`src/rtl/i2s_master_t.sv`:
```
// I2S master: serialises one mono sample to both channels with SCK/BCK/LCK/DIN all registered.
// Define LJ_FORMAT_EN for left-justified framing (no one-bit delay, LCK high = left).
module i2s_master_t #(
  parameter int DATA_WIDTH = 16,
  parameter int SLOT_BITS  = 32,
  parameter int BCK_DIV    = 8
) (
  input  logic                  CLK,
  input  logic                  RST_N,
  input  logic [DATA_WIDTH-1:0] SMP,
  output logic                  SCK,
  output logic                  BCK,
  output logic                  DIN,
  output logic                  LCK,
  output logic                  SAMPLED
);

  localparam int FRAME = 2 * SLOT_BITS * BCK_DIV;
  localparam int CW    = $clog2(FRAME);

`ifdef LJ_FORMAT_EN
  localparam logic LCK_RST = 1'b1;
`else
  localparam logic LCK_RST = 1'b0;
`endif

  logic [CW-1:0]         c_q, c_d;
  logic [DATA_WIDTH-1:0] hold_q, hold_d, mask;
  logic                  wrap, sck_d, bck_d, din_d, lck_d;
  int unsigned           cnt, p, s, ch;

  // Outputs are decoded from the next count so every pin is a plain flop.
  always_comb begin
    c_d    = (c_q == CW'(FRAME - 1)) ? '0 : c_q + CW'(1);
    wrap   = (c_q == CW'(FRAME - 1));
    hold_d = wrap ? SMP : hold_q;
    cnt    = 32'(c_d);
    p      = cnt % BCK_DIV;
    s      = (cnt / BCK_DIV) % SLOT_BITS;
    ch     = cnt / (SLOT_BITS * BCK_DIV);
    sck_d  = c_d[0];
    bck_d  = (p >= BCK_DIV / 2);
    mask   = '0;
    din_d  = 1'b0;
`ifdef LJ_FORMAT_EN
    lck_d = (ch == 0);
    if (s < DATA_WIDTH) begin
      mask  = DATA_WIDTH'(1) << (DATA_WIDTH - 1 - s);
      din_d = |(hold_d & mask);
    end
`else
    lck_d = (ch != 0);
    if (s >= 1 && s <= DATA_WIDTH) begin
      mask  = DATA_WIDTH'(1) << (DATA_WIDTH - s);
      din_d = |(hold_d & mask);
    end
`endif
  end

  always_ff @(posedge CLK or negedge RST_N) begin
    if (!RST_N) begin
      c_q     <= '0;
      hold_q  <= '0;
      SCK     <= 1'b0;
      BCK     <= 1'b0;
      LCK     <= LCK_RST;
      DIN     <= 1'b0;
      SAMPLED <= 1'b0;
    end else begin
      c_q     <= c_d;
      hold_q  <= hold_d;
      SCK     <= sck_d;
      BCK     <= bck_d;
      LCK     <= lck_d;
      DIN     <= din_d;
      SAMPLED <= wrap;
    end
  end

endmodule

```
`config.mk`:
```
export PLATFORM = sky130hd
export DESIGN_NAME = i2s_master_t
export DESIGN_NICKNAME = d
export VERILOG_FILES = /design/src/rtl/i2s_master_t.sv
export SDC_FILE = /design/constraint.sdc
export NUM_CORES = 1
export LEC_CHECK = 0
export CAP_MARGIN = 30
export CORE_MARGIN = 2
export CORE_UTILIZATION = 53
export DETAILED_ROUTE_END_ITERATION = 6
export PLACE_DENSITY = 0.78
export SYNTH_ARGS = -nofsm -noshare
export SYNTH_HDL_FRONTEND = slang
export SYNTH_SLANG_ARGS = --single-unit
```
`constraint.sdc`:
```
create_clock -name CLK -period 4.7 [get_ports CLK]
set_input_delay 0.705 -clock CLK [delete_from_list [all_inputs] [get_ports CLK]]
set_output_delay 0.705 -clock CLK [all_outputs]
set_load 0.02 [all_outputs]
```
* Yosys cells after proc, flatten, opt, wreduce, memory -nomap -nowiden *
Index checks and enable logic that the tools add are counted.

cells by class
  add/sub/neg operators = 2
  $lt $le $gt $ge = 3
  equality and inequality tests = 1
  shift operators = 1
  muxes and demuxes = 3
  bitwise logic cells = 1
  reductions and logical operators = 2

operator list
  operator                                                count
  left shift 1 x 32 -> 16 bit (first input constant)      1
  bitwise AND 16 bit                                      1
  two-way mux 16 bit                                      1
  OR reduction 16 bit                                     1
  adder 9 x 1 -> 9 bit (second input constant)            1
  equality test 9 bit (second input constant)             1
  two-way mux 9 bit                                       1
  subtractor 5 x 5 -> 6 bit (first input constant)        1
  >= comparator 5 x 1 -> 1 bit (second input constant)    1
  less-or-equal comparator 5 bit (second input constant)  1
  >= comparator 3 bit (second input constant)             1
  logical AND 1 bit                                       1
  two-way mux 1 bit                                       1

storage, ports and cells
  register bits = 30
  input bits = 18
  output and inout bits = 5
  word-level logic and storage cells = 20

* Longest topological paths before layout *
Gate-level depths: netlist (run 1).

  word-level depth = 7
  mapped depth = 14
  depth with buffers taken out = 14

* Worst setup path before layout (run 1) *
No wires, ideal clock.

  path type = register -> register
  start point = reg c_q[0]
  end point = reg DIN
  setup time = 0.127 ns
  arrival time = 3.297 ns
  required time = 4.573 ns
  setup slack = 1.275 ns
  cell stages (with the launch flop) = 14
  path buffers = 0
  clock period less this slack = 3.425 ns
  cells stage by stage = dfrtp_1 > ha_1 > nand3_1 > nor2_1 > ha_1 > nor2b_1 > mux2i_2 > ha_1 > or3_1 > nor3_1 > a311oi_4 > mux2_2 > a221oi_2 > o21ai_1

between the ends
  word-level cells in the longest chain between the ends = 7
  elaborated cells on any way between the ends = 12
  classes of those cells = add/sub: 2; order compare: 2; eq/ne: 1; shift: 1; mux: 3; bitwise: 1; reduce/logical: 2

RTL lines
  what                                                                line    RTL
  from (decl)                                                         27      logic [CW-1:0] c_q, c_d;
  from (signal assigned)                                              62      c_q <= '0;
  from (signal assigned)                                              70      c_q <= c_d;
  adder 9 x 1 -> 9 bit / equality test 9 bit (equally long branches)  34, 35
  two-way mux 9 bit                                                   34      c_d = (c_q == CW'(FRAME - 1)) ? '0 : c_q + CW'(1);
  subtractor 5 x 5 -> 6 bit                                           54      mask = DATA_WIDTH'(1) << (DATA_WIDTH - s);
  left shift 1 x 32 -> 16 bit                                         54
  bitwise AND 16 bit                                                  55      din_d = |(hold_d & mask);
  OR reduction 16 bit                                                 55
  two-way mux 1 bit *                                                 53      if (s >= 1 && s <= DATA_WIDTH) begin
  net din_d                                                           29      logic wrap, sck_d, bck_d, din_d, lck_d;
  to (signal assigned)                                                75      DIN <= din_d;
  to (decl)                                                           13      output logic DIN,

Mark *: on every way through the listed nets, which the timed path passes. The rest lies on a longest branch.

* Final worst setup path (run 1) *
  start point = reg c_q[0]
  end point = reg DIN

between the ends
  word-level cells in the longest chain between the ends = 7
  elaborated cells on any way between the ends = 12
  classes of those cells = add/sub: 2; order compare: 2; eq/ne: 1; shift: 1; mux: 3; bitwise: 1; reduce/logical: 2

RTL lines
  what                         line  RTL
  equality test 9 bit *        35    wrap = (c_q == CW'(FRAME - 1));
  net wrap                     29
  two-way mux 9 bit *          34
  net c_d[7]                   27
  subtractor 5 x 5 -> 6 bit    54
  left shift 1 x 32 -> 16 bit  54
  bitwise AND 16 bit           55
  OR reduction 16 bit          55
  two-way mux 1 bit *          53
  net din_d                    29

Marked as above.

==> results of run 1 <==
-- worst max-delay path, stage by stage (launching register included) --
cell and delay, ns:
dfrtp_1 0.49, ha_1 0.31, nand3_1 0.09, nor2_1 0.14, ha_1 0.59, buf_4 0.33
nor2_1 0.08, mux2i_1 0.29, inv_1 0.15, ha_1 0.33, o32ai_1 0.39, o2111ai_1 0.17
o21ai_1 0.11
-- layout make-up --
class / count / area, um2
inverters: 5 / 18.8
repair buffers: 25 / 243
well taps: 31 / 38.8
clock buffers: 3 / 22.5
multi-input cells: 100 / 828
fillers: 208 / 926
flip-flops and latches: 27 / 676
clock inverters: 1 / 5.00
-- final timing paths --
check | to | slack [ns] | depth (start not counted)
max in group asynchronous | hold_q[7] | 3.72 | 2
worst min-delay path | hold_q[3] | 0.52 | 1
min in group asynchronous | c_q[5] | 0.74 | 2
worst max-delay path | DIN | 1.16 | 12
worst min register to register | hold_q[3] | 0.52 | 1
worst max register to register | DIN | 1.16 | 12
-- routing by layer --
metal	track usage	up-vias	share of wire
li1	-	554	-
met2	0.323	39	0.48
met5	0	-	0
met3	0.0201	5	0.050
met4	0.0698	0	0.012
met1	0.270	561	0.46
-- stage by stage --
step                power (mW)  setup WS (ns)  instance area (um2)
floorplan                0.237           1.28                 1550
global placement         0.255           1.32                 1800
detailed placement       0.256           1.23                 1800
CTS                      0.356           1.21                 1830
global route             0.367          0.767                 1830
finish                   0.351           1.16                 1830
-- state kept, by name, indices dropped and copies added (netlist names) --
| name | count |
|---|---|
| c_q | 8 |
| LCK | 1 |
| hold_q | 16 |
| SAMPLED | 1 |
| DIN | 1 |
-- kinds of logic after synthesis --
| group | Yosys count |
|---|---|
| xor+xnor | 2 |
| compound gates | 19 |
| mux | 27 |
| fa+ha+maj | 6 |
| simple gates | 46 |
| flops | 27 |
| buf+inv | 9 |
-- Yosys cell counts, types with 2 or more instances --
library cell and count:
and2_1 2, and3_1 2, clkbuf_1 2, dfrtp_1 27, ha_1 6, inv_1 4, mux2_2 17, mux2i_1 8
nand2_1 5, nand3_1 5, nand4_1 2, nor2_1 10, nor2b_1 4, nor3_1 4, o21a_1 3, o21ai_0 2
o32ai_1 2, or3_1 4
-- where the power goes --
group / internal [mW] / leakage, nW / switching [mW] / total [mW]
Combinational: 0.0128 / 0.456 / 0.00604 / 0.0188
Clock: 0.0319 / 0.0177 / 0.0684 / 0.100
Sequential: 0.232 / 0.363 / 0 / 0.232
==> reports/qor.yml, run 1 <==
worstSkewPairLatency_ns: 0.32
place_inst: 188
min-delay-path-class: "reg2reg"
whs_ns: 0.516
final_cell_mix: "dfrtp_1 (27), clkdlybuf4s50_1 (22), mux2_2 (17)"
data_arrival_critical_path_ns: 3.80
cts_clk_pin_slew_worst_paths_ns: 0.15
mappedNetlistNets: 160
transition_at_the_pin_with_the_smallest_max_transition_slack_ns: 0.639
worst_slew_margin_rel: 0.574
buffer_ports.inserted: 22
initial_core_util: 0.560
globalRouteTotalUtil: 0.196
synth.yosys.seq_area_share: 0.437
die_w_um: 58.0
finalCritPeriodShare: 0.753
floorplan.core_area_um2: 2760
rsz0062_at_grt: "false"
synthesis.yosys.warnings: 0
cts-root-buf: "clkbuf_4"
final_layout_size_suffix_gt1_frac: 0.199
first_global_vias: 1118
areaGrowthSynthToFinish_pct: 18.5
tritoncts: "built"
p_per_area_nw_per_um2: 192
worst_r2r_startpoint: "c_q[0]"
timing_worst_setup_path_type: "reg2reg"
async_s_r_ff_share_synth: 1.00
drt.antenna.violating_nets: 0
maxCapViolCount: 0
yosys-top-cells-area: "dfrtp_1 (44%), mux2_2 (12%), mux2i_1 (5.2%), ha_1 (4.9%), nor2_1 (2.4%)"
cts.repair_timing.setup_buffer_count: 0
grt_antenna_before_repair: 0
route.detailed.wl_per_inst_um: 15.5
num_rows: 19
drt_drc_violations_left: 0
synth_top_family_by_area: "multiplexers"
fin_tns_setup_ns: 0
synth_mux_area_frac: 0.194
max_freq_mhz: 283
synthFlopType: "dfrtp_1"
yosys.cell_types.count: 45
post_cts_sizing: 0
synth-seq-cells: 27
ir_drop_mv: 0.185
grt.overflow.total: 0
synth_compound_area_frac: 0.113
timing.final.hold_violations: 0
instances_no_fill: 192
worstPathMaxFanout: 16
drt_pre_antenna_iters: 4
yosys.area_share.simple: 0.168
postSynthAreaPerCell_um2: 11.4
mostFrequentLayoutCell: "dfrtp_1"
crit_start: "c_q[0]"
global_route_wire_length_before_repair_um: 5090
data_required_critical_path_ns: 4.96
synth_cells: 136
report.final.setup_viol: 0
ctsLongestPathBuffers: 2
die_height_um: 58.0
synth_xor_xnor_area_share: 0.0113
antennaDiodeCount: 0
nets_finish: 186
routability_driven_placement_congestion_ratio: 0.819
num_vias: 1159
synth_largest_area_cell: "dfrtp_1"
die_area_um2: 3360
routed_via_density: 6.04
route.final.wire_length_um: 2970
cts_made_buffers: 3
htreeDepth: 1
setup.worst_path.start_class: "flip-flop"
total_leakage_power_nw: 0.836
dpl.hpwl_um: 2200
grt_start_max_net_pins: 28
drt_first_iter_violations: 40
run_status: "complete, no violations"
timing.final.max_slew_violations: 0
cts_hold_repair.buffers: 0
synth.cell_area_um2: 1550
worstSetupEndpointType: "flip-flop"
fin_worst_skew_ns: 0.00435
yosys.area.top_type_share: 0.437
synth-edff-count: 0
num_io_pins: 23
clock_sink_total: 27
final_core_util: 0.664
yosys.area_share.adder: 0.0486
hold_start: "hold_q[3]"
fin_crit_ns: 3.54
No activity file was read; power rests on OpenSTA's default activity.
==> inputs of run 2 (changes only) <==
- clock period: 4.7 -> 3.7 ns (I/O delays scaled with it)
==> run 2 against run 1 <==
  * Worst hold slack worse by 0.0022 ns
  * Final cell count unchanged
  * Clock skew about the same
  * Core utilization unchanged
==> reports/qor.yml, run 2 (same netlist as run 1, synthesis figures left out) <==
run_status: "complete, no violations"
drt_drc_violations_left: 0  # unchanged
worstSkewPairLatency_ns: 0.33  # about the same
cts-root-buf: "clkbuf_4"
cts_hold_repair.buffers: 0  # unchanged
final_layout_size_suffix_gt1_frac: 0.199  # unchanged
cts_made_buffers: 3  # unchanged
initial_core_util: 0.560  # unchanged
sequential_fraction_of_design_power: 0.661  # about the same
power.switching_mw: 0.0944  # +27%
worstSetupEndpointType: "flip-flop"
register_area_um2: 676  # unchanged
drt_pre_antenna_iters: 4  # unchanged
setup.worst_path.start_class: "flip-flop"
die_w_um: 58.0  # unchanged
timing.reg2reg.worst_path_depth: 13  # +1
setup_slack_on_the_worst_flop_to_flop_path_ns: 0.26  # -0.91 ns
htreeDepth: 1  # unchanged
num_io_pins: 23  # unchanged
grt_antenna_before_repair: 0  # unchanged
routability_driven_placement_congestion_ratio: 0.834  # +1.8%
transition_at_the_pin_with_the_smallest_max_transition_slack_ns: 0.549  # -0.0903 ns
grt_start_max_net_pins: 29  # +3.6%
detailedPlace.worstSlack_ns: 0.315  # -0.913 ns
worst_slew_margin_rel: 0.634  # +0.0602
cts.repair_timing.setup_buffer_count: 0  # unchanged
sw_frac_of_total: 0.212  # -0.000220
final_core_util: 0.664  # unchanged
antennaDiodeCount: 0  # unchanged
mostFrequentLayoutCell: "dfrtp_1"
largest_registers: "hold_q: 16 flops, c_q: 8 flops"
reg2reg_to: "DIN"
data_required_critical_path_ns: 3.93  # -1.03 ns
power_report.internal_total_mw: 0.352  # +27%
drt.antenna.violating_nets: 0  # unchanged
largest-register: "hold_q"
die_area_um2: 3360  # unchanged
cts_clk_pin_slew_worst_paths_ns: 0.14  # about the same
num_rows: 19  # unchanged
drt_first_iter_violations: 44  # +10%
largest_register_ffs: 16  # unchanged
global_route_wire_length_before_repair_um: 5110  # +0.39%
whs_ns: 0.514  # -0.00222 ns
worstPathMaxFanout: 9  # -7
areaGrowthSynthToFinish_pct: 18.5  # unchanged
post_cts_sizing: 0  # unchanged
rsz0062_at_grt: "false"
first_global_vias: 1192  # +6.6%
fin_tns_setup_ns: 0  # unchanged
ctsLongestPathBuffers: 2  # unchanged
buffer_ports.inserted: 22  # unchanged
maxCapViolCount: 0  # unchanged
data_arrival_critical_path_ns: 3.67  # -0.13 ns
fillCellCount: 202  # -2.9%
tritoncts: "built"
fin_worst_skew_ns: 0.00475  # +0.000399 ns
multi_input_comb_area_um2: 828  # unchanged
finalCritPeriodShare: 0.931  # +0.178
p_per_area_nw_per_um2: 244  # +27%
num_vias: 1149  # -0.86%
route.final.wire_length_um: 3000  # +0.94%
worst_slack_ns: 0.256  # -0.907 ns
fin_crit_ns: 3.44  # -0.0926 ns
dpl.hpwl_um: 2270  # +3.4%
timing.final.hold_violations: 0  # unchanged
timing_worst_setup_path_type: "reg2reg"
report.final.setup_viol: 0  # unchanged
max_freq_mhz: 290  # +2.7%
instances_no_fill: 192  # unchanged
place_inst: 188  # unchanged
die_height_um: 58.0  # unchanged
hold-path-cell-count: 1  # unchanged
route.detailed.wl_per_inst_um: 15.6  # +0.94%
min-delay-path-class: "reg2reg"
clock_sink_total: 27  # unchanged
hold_start: "hold_q[4]"
power.combinational.fraction: 0.053  # about the same
worst_r2r_startpoint: "c_q[0]"
globalRouteTotalUtil: 0.198  # +0.00160
nets_finish: 186  # unchanged
grt.overflow.total: 0  # unchanged
clockPowerShare: 0.286  # about the same
ir_drop_mv: 0.288  # +56%
final_cell_mix: "dfrtp_1 (27), clkdlybuf4s50_1 (22), mux2_2 (17)"
total_leakage_power_nw: 0.836  # unchanged
timing.final.max_slew_violations: 0  # unchanged
routed_via_density: 5.98  # -0.86%
floorplan.core_area_um2: 2760  # unchanged
min_delay_worst_endpoint: "hold_q[4]"
## run 2: cell counts in the layout (fill, tap and decap cells not counted)
Identical to the previous run, type by type.
## run 2: layout make-up
class	count	area share
inverter	5	0.0102
multi-input combinational	100	0.452
sequential	27	0.369
tap	31	0.0212
timing repair buffer	25	0.133
clock inverter	1	0.00273
clock buffer	3	0.0123
## run 2: worst max-delay path by stage
stage / startpoint / to / slack [ns] / cells past startpoint
floorplan: c_q[0] / DIN / 0.28 / 13
global placement: c_q[0] / DIN / 0.49 / 13
detailed placement: c_q[0] / DIN / 0.32 / 13
CTS: c_q[0] / DIN / 0.28 / 13
global route: c_q[0] / DIN / 0.02 / 14
finish: c_q[0] / DIN / 0.26 / 13
## run 2: routing by layer
layer  part of all wire  vias to the layer above  track usage
met5                  0                        -            0
li1                   -                      554            -
met3              0.052                        6       0.0402
met1               0.44                      546        0.249
met4              0.016                        0       0.0631
met2               0.49                       43        0.341
## run 2: critical path: stages, from the launching register on
cell	delay, ns
dfrtp_1	0.51
ha_1	0.33
nand3_1	0.10
nor2_1	0.15
ha_1	0.27
nor2b_1	0.08
mux2i_2	0.18
ha_1	0.29
or3_1	0.13
nor3_1	0.06
a311oi_4	0.49
mux2_2	0.41
a221oi_2	0.25
o21ai_1	0.10
## run 2: metrics by stage
stage	total power [mW]	cell area [um2]
final	0.446	1830
after global routing	0.462	1830
after CTS	0.449	1830
after detailed placement	0.325	1800
after global placement	0.324	1800
after floorplan	0.301	1550
## run 2: power by group through the flow
stage               logic, mW  registers, mW  clock network [mW]
floorplan            0.000143          0.301                   0
global placement       0.0237          0.301                   0
detailed placement     0.0244          0.301                   0
CTS                    0.0245          0.295               0.129
global route           0.0261          0.295               0.141
finish                 0.0236          0.295               0.128
==> inputs of run 3 (changes only) <==
- CORE_ASPECT_RATIO: default -> 1.1
==> run 3 against run 2 <==
  * Via count decreased by 0.96%
  * Flip-flop and latch count is the same
  * Clock power hardly changed
  * First-iteration DRC count decreased by 41%
  * Largest cell class unchanged
  * Highest routed layer unchanged
==> reports/qor.yml, run 3 (same netlist as run 1, synthesis figures left out) <==
run_status: "complete, no violations"
max_freq_mhz: 296  # +1.9%
worstSkewPairLatency_ns: 0.32  # about the same
drt_drc_violations_left: 0  # unchanged
die_height_um: 60.6  # +4.5%
global_route_wire_length_before_repair_um: 5150  # +0.82%
die_w_um: 55.5  # -4.3%
grt_start_max_net_pins: 28  # -3.4%
finalCritPeriodShare: 0.914  # -0.0173
fin_tns_setup_ns: 0  # unchanged
drt_pre_antenna_iters: 4  # unchanged
worstSetupEndpointType: "flip-flop"
transition_at_the_pin_with_the_smallest_max_transition_slack_ns: 0.575  # +0.0257 ns
grt.overflow.total: 0  # unchanged
p_per_area_nw_per_um2: 242  # -0.72%
power.switching_mw: 0.0900  # -4.7%
num_rows: 20  # +1
final_cell_mix: "dfrtp_1 (27), clkdlybuf4s50_1 (22), mux2_2 (17)"
tritoncts: "built"
final_core_util: 0.660  # -0.00434
num_io_pins: 23  # unchanged
summed_area_of_non_filler_cells_in_the_final_layout_um2: 1830  # about the same
cts_hold_repair.buffers: 0  # unchanged
sequential_fraction_of_design_power: 0.665  # +0.004
worstPathMaxFanout: 9  # unchanged
route.detailed.wl_per_inst_um: 15.1  # -3.2%
fin_worst_skew_ns: 0.00134  # -0.00341 ns
cts_made_buffers: 3  # unchanged
mostFrequentLayoutCell: "dfrtp_1"
num_vias: 1138  # -0.96%
first_global_vias: 1125  # -5.6%
htreeDepth: 1  # unchanged
route.final.wire_length_um: 2940  # -2.2%
antennaDiodeCount: 0  # unchanged
ir_drop_mv: 0.176  # -39%
areaGrowthSynthToFinish_pct: 18.6  # about the same
rsz0062_at_grt: "false"
cts-root-buf: "clkbuf_4"
report.final.setup_viol: 0  # unchanged
nets_finish: 186  # unchanged
total_leakage_power_nw: 0.833  # -0.33%
fin_crit_ns: 3.38  # -0.0640 ns
largest-register: "hold_q"
post_dp_cell_area_um2: 1810  # +0.14%
buffer_ports.inserted: 22  # unchanged
largest_register_ffs: 16  # unchanged
timing.final.hold_violations: 0  # unchanged
largest_registers: "hold_q: 16 flops, c_q: 8 flops"
final_layout_size_suffix_gt1_frac: 0.193  # -0.00621
setup.worst_path.start_class: "flip-flop"
grt_antenna_before_repair: 0  # unchanged
die_area_um2: 3360  # about the same
multi_input_comb_area_um2: 828  # unchanged
data_required_critical_path_ns: 3.92  # about the same
detailedPlace.worstSlack_ns: 0.348  # +0.0329 ns
globalRouteTotalUtil: 0.198  # about the same
min-delay-path-class: "reg2reg"
data_arrival_critical_path_ns: 3.60  # -0.07 ns
power.combinational.fraction: 0.053  # about the same
power_report.internal_total_mw: 0.354  # +0.45%
post_cts_sizing: 0  # unchanged
fillCellCount: 212  # +5.0%
maxCapViolCount: 0  # unchanged
drt_first_iter_violations: 26  # -41%
ctsLongestPathBuffers: 2  # unchanged
timing.final.max_slew_violations: 0  # unchanged
cts_clk_pin_slew_worst_paths_ns: 0.13  # about the same
worst_slew_margin_rel: 0.617  # -0.0171
dpl.hpwl_um: 2280  # +0.55%
routability_driven_placement_congestion_ratio: 0.874  # +4.7%
sw_frac_of_total: 0.203  # -0.00872
whs_ns: 0.514  # -0.0000370 ns
clockPowerShare: 0.281  # -0.005
timing_worst_setup_path_type: "reg2reg"
register_area_um2: 676  # unchanged
floorplan.core_area_um2: 2780  # +0.73%
routed_via_density: 5.87  # -2.0%
drt.antenna.violating_nets: 0  # unchanged
initial_core_util: 0.556  # -0.00404
clock_sink_total: 27  # unchanged
worst_slack_ns: 0.320  # +0.0640 ns
cts.repair_timing.setup_buffer_count: 0  # unchanged
-- run 3: power groups by stage --
stage,registers (mW),clock network [mW],logic [mW]
floorplan,0.301,0,0.000143
global placement,0.301,0,0.0237
detailed placement,0.301,0,0.0244
CTS,0.295,0.130,0.0244
global route,0.295,0.145,0.0262
finish,0.295,0.125,0.0237
-- run 3: layout make-up --
| type | count | share of cell area |
|---|---|---|
| Multi-Input combinational cell | 100 | 0.452 |
| Sequential cell | 27 | 0.369 |
| Timing Repair Buffer | 25 | 0.132 |
| Tap cell | 33 | 0.0225 |
| Clock buffer | 4 | 0.0143 |
| Inverter | 5 | 0.0102 |
-- run 3: per-layer routing --
layer	track usage	routed length, um	up-vias
met4	0.0592	27	0
li1	-	-	550
met1	0.255	1340	565
met5	0	0	-
met3	0.0405	84	4
met2	0.342	1480	19
-- run 3: worst paths after layout --
| kind | start | to | slack [ns] | cells after the start |
|---|---|---|---|---|
| max | c_q[0] | DIN | 0.32 | 13 |
| min | hold_q[6] | hold_q[6] | 0.51 | 1 |
| max reg2reg | c_q[0] | DIN | 0.32 | 13 |
| min reg2reg | hold_q[6] | hold_q[6] | 0.51 | 1 |
| max in group asynchronous | RST_N | c_q[5] | 2.87 | 2 |
| min in group asynchronous | RST_N | hold_q[1] | 0.58 | 2 |
-- run 3: critical path: stages (launching register included) --
cell	delay [ns]
dfrtp_1	0.48
ha_1	0.31
nand3_1	0.10
nor2_1	0.06
ha_1	0.24
or2_2	0.34
ha_1	0.25
or3_1	0.32
nor3_1	0.27
a311oi_4	0.13
and4_1	0.25
or3_1	0.31
o2111ai_1	0.12
o21ai_1	0.10
-- run 3: metrics by stage --
stage          instances  power (mW)
4_1_cts              194       0.450
3_5_place_dp         190       0.325
6_report             194       0.444
5_1_grt              194       0.467
2_1_floorplan        136       0.301
3_3_place_gp         190       0.324
